===== src/rtl/cpu_types_pkg.sv =====
// Shared CPU-wide types: machine word and RAM handshake state.
package cpu_types_pkg;
    parameter int WORD_W = 32;

    typedef logic [WORD_W-1:0] word_t;

    typedef enum logic [1:0] {
        FREE   = 2'd0,
        BUSY   = 2'd1,
        ACCESS = 2'd2,
        ERROR  = 2'd3
    } ramstate_t;
endpackage


===== src/rtl/dp_types_pkg.sv =====
// Datapath-local types for the memory arbiter.
package dp_types_pkg;
    typedef enum logic [1:0] {
        IDLE   = 2'd0,
        IGRANT = 2'd1,
        DGRANT = 2'd2
    } arb_state_t;

    localparam int ARB_STARVE_LIMIT = 4;
endpackage


===== src/rtl/mem_arb_stats.sv =====
// Saturating event counter bank for the memory arbiter (built only with MEM_ARB_STATS_EN).
module mem_arb_stats #(
    parameter int CNT_W = 16
) (
    input  logic             CLK,
    input  logic             nRST,
    input  logic             icomp,
    input  logic             dcomp,
    input  logic             istall,
    output logic [CNT_W-1:0] stat_igrants,
    output logic [CNT_W-1:0] stat_dgrants,
    output logic [CNT_W-1:0] stat_istall
);
    localparam int NUM_CNT = 3;

    logic [NUM_CNT-1:0]            inc;
    logic [NUM_CNT-1:0][CNT_W-1:0] cnt;

    assign inc = {istall, dcomp, icomp};

    for (genvar g = 0; g < NUM_CNT; g++) begin : g_cnt
        always_ff @(posedge CLK or negedge nRST) begin
            if (!nRST)
                cnt[g] <= '0;
            else if (inc[g] && cnt[g] != {CNT_W{1'b1}})
                cnt[g] <= cnt[g] + 1'b1;
        end
    end

    assign stat_igrants = cnt[0];
    assign stat_dgrants = cnt[1];
    assign stat_istall  = cnt[2];
endmodule


===== src/rtl/mem_arbiter.sv =====
// Single-port RAM arbiter between instruction fetch and data access; data has priority,
// bounded by a starvation counter. Optional statistics under MEM_ARB_STATS_EN.
module mem_arbiter
    import cpu_types_pkg::*;
    import dp_types_pkg::*;
#(
    parameter int WORD_W       = 32,
    parameter int STARVE_LIMIT = ARB_STARVE_LIMIT,
    parameter int CNT_W        = 16
) (
    input  logic              CLK,
    input  logic              nRST,
    input  logic              iREN,
    input  logic [WORD_W-1:0] iaddr,
    input  logic              dREN,
    input  logic              dWEN,
    input  logic [WORD_W-1:0] daddr,
    input  logic [WORD_W-1:0] dstore,
    input  logic [1:0]        ramstate,
    input  logic [WORD_W-1:0] ramload,
    output logic              iwait,
    output logic              dwait,
    output logic [WORD_W-1:0] iload,
    output logic [WORD_W-1:0] dload,
    output logic              ramREN,
    output logic              ramWEN,
    output logic [WORD_W-1:0] ramaddr,
    output logic [WORD_W-1:0] ramstore
`ifdef MEM_ARB_STATS_EN
   ,output logic [CNT_W-1:0]  stat_igrants,
    output logic [CNT_W-1:0]  stat_dgrants,
    output logic [CNT_W-1:0]  stat_istall
`endif
);
    localparam int SC_W = $clog2(STARVE_LIMIT + 1);
    localparam logic [SC_W-1:0] SC_MAX = SC_W'(STARVE_LIMIT);

    arb_state_t      state, state_next, arb_pick;
    ramstate_t       rs;
    logic            dreq, icomp, dcomp;
    logic [SC_W-1:0] starve_cnt, starve_next;

    assign rs    = ramstate_t'(ramstate);
    assign dreq  = dREN | dWEN;
    assign icomp = (state == IGRANT) && (rs == ACCESS) && iREN;
    assign dcomp = (state == DGRANT) && (rs == ACCESS) && dreq;
    assign iwait = iREN & ~icomp;
    assign dwait = dreq & ~dcomp;

    always_comb begin
        starve_next = starve_cnt;
        if (!iREN || icomp)
            starve_next = '0;
        else if (dcomp && starve_cnt != SC_MAX)
            starve_next = starve_cnt + 1'b1;
    end

    // Arbitrate against the post-update count so the limit-th data completion hands over.
    always_comb begin
        arb_pick = IDLE;
        if (iREN && starve_next == SC_MAX)
            arb_pick = IGRANT;
        else if (dreq)
            arb_pick = DGRANT;
        else if (iREN)
            arb_pick = IGRANT;
    end

    always_comb begin
        state_next = state;
        case (state)
            IDLE:    state_next = arb_pick;
            IGRANT:  if (!iREN || icomp) state_next = arb_pick;
            DGRANT:  if (!dreq || dcomp) state_next = arb_pick;
            default: state_next = IDLE;
        endcase
    end

    always_ff @(posedge CLK or negedge nRST) begin
        if (!nRST) begin
            state      <= IDLE;
            starve_cnt <= '0;
        end else begin
            state      <= state_next;
            starve_cnt <= starve_next;
        end
    end

    always_comb begin
        ramREN   = 1'b0;
        ramWEN   = 1'b0;
        ramaddr  = '0;
        ramstore = '0;
        iload    = '0;
        dload    = '0;
        case (state)
            IGRANT: begin
                ramREN  = iREN;
                ramaddr = iaddr;
                if (icomp) iload = ramload;
            end
            DGRANT: begin
                ramWEN   = dWEN;
                ramREN   = dREN & ~dWEN;
                ramaddr  = daddr;
                ramstore = dstore;
                if (dcomp) dload = ramload;
            end
            default: ;
        endcase
    end

`ifdef MEM_ARB_STATS_EN
    mem_arb_stats #(.CNT_W(CNT_W)) u_stats (
        .CLK          (CLK),
        .nRST         (nRST),
        .icomp        (icomp),
        .dcomp        (dcomp),
        .istall       (iwait),
        .stat_igrants (stat_igrants),
        .stat_dgrants (stat_dgrants),
        .stat_istall  (stat_istall)
    );
`endif
endmodule


===== config.mk =====
export PLATFORM = sky130hd
export DESIGN_NAME = mem_arbiter
export DESIGN_NICKNAME = d
export VERILOG_FILES = /design/src/rtl/cpu_types_pkg.sv /design/src/rtl/dp_types_pkg.sv /design/src/rtl/mem_arb_stats.sv /design/src/rtl/mem_arbiter.sv
export SDC_FILE = /design/constraint.sdc
export NUM_CORES = 1
export LEC_CHECK = 0
export BUFFER_PORTS_ARGS = -buffer_cell sky130_fd_sc_hd__buf_2
export CAP_MARGIN = 20
export CORE_AREA = 2 2 102 104
export CTS_CLUSTER_DIAMETER = 30
export CTS_CLUSTER_SIZE = 28
export DETAILED_ROUTE_END_ITERATION = 6
export DIE_AREA = 0 0 104 106
export PLACE_DENSITY = 0.56
export SLEW_MARGIN = 20
export SYNTH_ARGS = -nofsm -noshare
export SYNTH_HDL_FRONTEND = slang
export SYNTH_SLANG_ARGS = --single-unit

===== constraint.sdc =====
create_clock -name CLK -period 2.5 [get_ports CLK]
set_input_delay 0.25 -clock CLK [delete_from_list [all_inputs] [get_ports CLK]]
set_output_delay 0.25 -clock CLK [all_outputs]
set_load 0.03 [all_outputs]

Word level (Yosys, flattened, before mapping)
Index checks and enable logic that the tools add are counted.
{ "word_totals": {"reg_bits": 5, "input_bits": 135, "output_inout_bits": 132, "wordCells": 45} }
{ "classes": {"addsub": 1, "eq_ne": 7, "muxes": 16, "n_bitwise": 7, "n_reduce_logical": 12} }
{ "ops": {"columns": ["op", "count"], "rows": [
  ["2-to-1 mux 32 bit", 5],
  ["case mux 32 bit (2 select lines)", 1],
  ["2-to-1 mux 2 bit", 4],
  ["logical AND 1 bit", 6],
  ["2-to-1 mux 3 bit", 2],
  ["case mux 2 bit (3 select lines)", 1],
  ["== test 2 bit, second input constant", 2],
  ["!= test 2 x 1 -> 1 bit, second input constant", 2],
  ["adder 3 x 1 -> 3 bit, second input constant", 1],
  ["AND 1 bit", 3],
  ["== test 3 bit, second input constant", 1],
  ["!= test 3 bit, second input constant", 1],
  ["NOT 1 bit", 3],
  ["== test 2 x 1 -> 1 bit, second input constant", 1],
  ["zero test 1 bit", 2],
  ["zero test 2 bit", 1],
  ["logical OR 1 bit", 2],
  ["2-to-1 mux 1 bit", 2],
  ["case mux 1 bit (2 select lines)", 1],
  ["AND reduction 2 bit", 1],
  ["OR 1 bit", 1]
]} }

Longest topological paths before layout
{ "depth": {"depth_word": 11, "mapped_depth": 8, "depth_no_buf": 7} }

Least setup slack after synthesis
No wires, ideal clock.
{ "synth_path": {"path_kind": "register -> output", "from": "register state[0]", "to": "output port ramaddr[18]", "t_arrival_ps": 1742, "t_required_ps": 2250, "path_slack_ps": 508, "stages_incl_launch_ff": 7, "path_buffers": 2, "path_cell_list": "dfrtp_1 inv_1 ha_1 clkbuf_1 clkbuf_1 a22oi_1 nor2_1"} }
{ "synth_via": {"elab_chain_cells": 2, "word_cells_on_any_way": 3, "cone_classes": "eq/ne: 2; mux: 1"} }
{ "synth_lines": {"columns": ["item", "line", "source"], "rows": [
  ["start: declaration", "mem_arbiter.sv:38", "arb_state_t state, state_next, arb_pick;"],
  ["start signal: assignment", "mem_arbiter.sv:84", "state <= state_next;"],
  ["== test 2 bit / == test 2 x 1 -> 1 bit (equally long branches)", "mem_arbiter.sv:96", "case (state)"],
  ["case mux 32 bit (2 select lines) (*)", "mem_arbiter.sv:96", null],
  ["end: declaration", "mem_arbiter.sv:27", "output logic [WORD_W-1:0] ramaddr,"]
]} }
Every way passes the cells marked *; elsewhere a longest branch is shown, timed or not.

Worst setup path after layout
{ "layout_path": {"from": "register state[1]", "to": "output port ramaddr[30]"} }
The elaborated chain is that of the path after synthesis.

==> out/metrics.yaml <==
global_route:
  grt.total_usage: 0.146
  grt_max_degree: 68
  antenna_found_initial: 0
  grt_remaining_overflow: 0
  grt_pass1_wl_microns: 13300
  grt_pass1_vias: 2455
detailed_routing:
  drt-total-wl_microns: 8750
  wire_per_inst_microns: 14.0
  vias: 2650
  drc: 0
  first_pass_iters: 4
  initialDrtViolationCount: 198
  drtAntennaViolNets: 0
  viasPerCell: 4.24
timing:
  slew_headroom: 0.588
  drv_slew: 0
  rsz0062_at_grt: "false"
  setup_ws_ns: 0.500
  hold_viol: 0
  post-route-period-util: 0.800
  max_freq_ghz: 0.500
  tightest_slew_ns: 0.618
  fin_tns_setup_ns: 0
  min_period_ns: 2.00
  whs_ns: 0.373
  clock_skew_ns: 0.00287
  setup_viol: 0
floorplanning:
  fp.dieW_microns: 104
  core_sq_um: 10000
  die_y_microns: 106
  rows: 37
  pin_count: 267
  start_util: 0.152
  dieArea_sq_um: 11000
setup_path:
  path_cells: "inv_1, ha_1, buf_4, a22oi_1, nor2_1, buf_2"
  worstSetupPathType: "flop to output port"
  crit_start: "state[1]"
  required_ns: 2.25
  path_max_fanout: 33
  r2r-end: "state[1]"
  r2r-start: "state[1]"
  arrival_ns: 1.75
  cp-end-kind: "output port"
  rr_worst_depth: 7
  slowest_stage: "dfrtp_1"
  worst-r2r-setup-slack_ns: 0.64
  crit_path_start_kind: "flop"
  crit_path_max_incr_delay_ns: 0.40
power_and_ir_drop:
  switching_share: 0.658
  p_seq_frac: 0.040
  p_switching_uw: 1930
  irDropWorstVdd_uv: 539
  power_frac_clock: 0.051
  powerDensity_nw_per_um2: 969
  pwr-share-comb: 0.909
  leakage_uw: 0.00198
  internal_power_uw: 1000
clock_tree:
  cts_buffers: 3
  clock_sink_count: 5
  cts_setup_buffers: 0
  clk_pin_slew_ns: 0.04
  clock_insertion_delay_worst_skew_ns: 0.22
  postCtsHoldBufs: 1
  cts_buffer_depth: 2
  cts_resized: 0
  cts_root_buf: "clkbuf_8"
  cts.htree.levels: 1
  tritoncts: "built"
yosys:
  synth.avg_cell_area_sq_um: 6.38
  syn_inst: 238
  synth_edf_count: 0
  synth_ff_type: "dfrtp_1"
  synth_seq_cells: 5
  synth.distinct_cells: 30
  seq_area_frac_synth: 0.0824
  synth_area_sq_um: 1520
  asyncSetResetFlopFracSynth: 1.00
  yosys_warnings: 0
  synth_fp_nets: 378
final_layout:
  fill_cells: 1125
  final_nets: 630
  areaGrowthSynthToFinish_pct: 99.3
  stdcell_count: 625
  diodes: 0
  layout-drive-gt1-share: 0.571
  layout_commonest_cell: "buf_2"
  layout_common_cells: "266 x buf_2, 66 x and2_1, 38 x nor2_1, 33 x a22oi_1, 32 x and3_1"
place:
  portBuffers: 266
  dp_slack_ns: 0.636
  gp_congestion: 0.806
  hpwl_microns: 7270
  place_inst: 620
run_status:
  status: "completed"
run:
  maxCapViolations: 0
worst_hold_path:
  hold_class: "input pin to async pin"
[cells in the mapped netlist (all sizes together) (2+ instances only)]
| library cell | number | area [sq um] |
|---|---|---|
| and2 | 66 | 413 |
| nor2 | 38 | 143 |
| a22oi | 33 | 248 |
| and3 | 32 | 200 |
| clkbuf | 24 | 91.3 |
| inv | 7 | 26.3 |
| a21oi | 5 | 25.0 |
| dfrtp | 5 | 125 |
| ha | 5 | 62.6 |
| and3b | 3 | 30.0 |
| a31oi | 2 | 12.5 |
| nand2b | 2 | 12.5 |
[worst max-delay path: cells and delay by family (launching register included)]
family,cells,cell delay [ns]
adder cells (fa/ha/maj),1,0.20
flip-flops,1,0.40
buffers and inverters,3,0.65
AND/OR/NAND/NOR,1,0.11
AO/OA/AOI/OAI,1,0.15
[flip-flops by register name, indices dropped and copies added (netlist names)]
| signal | cells |
|---|---|
| state | 2 |
| starve_cnt | 3 |
[area by class of cell]
| cell class | instances | area [sq um] | share of cell area |
|---|---|---|---|
| Timing Repair Buffer | 272 | 1390 | 0.460 |
| Multi-Input combinational cell | 201 | 1270 | 0.419 |
| Tap cell | 136 | 170 | 0.0562 |
| Sequential cell | 5 | 125 | 0.0413 |
| Clock buffer | 4 | 45.0 | 0.0149 |
| Inverter | 7 | 26.3 | 0.00868 |
[worst max-delay path by stage]
stage | slack (ns) | to | depth (start not counted)
after floorplan | 0.51 | ramaddr[18] | 6
after global placement | 0.68 | state[1] | 7
after detailed placement | 0.64 | state[1] | 7
after CTS | 0.47 | iload[17] | 7
after global routing | 0.32 | iload[17] | 7
final | 0.50 | ramaddr[30] | 6
[per-layer routing]
| metal | vias to the layer above | wire (microns) | track usage |
|---|---|---|---|
| met5 | - | 0 | 0 |
| li1 | 1319 | - | - |
| met4 | 0 | 51 | 0.0222 |
| met3 | 4 | 585 | 0.0307 |
| met1 | 1209 | 3760 | 0.189 |
| met2 | 118 | 4350 | 0.253 |
[per-stage QoR]
| step | utilization | total power, uW | area [sq um] |
|---|---|---|---|
| final | 0.303 | 2930 | 3030 |
| after CTS | 0.303 | 2960 | 3030 |
| after detailed placement | 0.297 | 2800 | 2970 |
| after global routing | 0.303 | 3150 | 3030 |
| after global placement | 0.297 | 2770 | 2970 |
| after floorplan | - | 2000 | 1520 |
[power groups by stage]
| stage | clock network (uW) | registers, uW | logic [uW] |
|---|---|---|---|
| floorplan | 0 | 115 | 1880 |
| global placement | 0 | 117 | 2650 |
| detailed placement | 0 | 119 | 2680 |
| CTS | 156 | 118 | 2690 |
| global route | 167 | 121 | 2860 |
| finish | 150 | 118 | 2670 |
[cells by family (layout without fill, tap and decap cells)]
family	after synthesis	count (layout)	share of synthesized area
fa+ha+maj	5	5	0.0412
xor+xnor	1	1	0.00577
simple gates	147	147	0.549
buf+inv	32	283	0.0848
compound gates	48	48	0.236
flops	5	5	0.0824
Power figures use the tool's default switching activity.
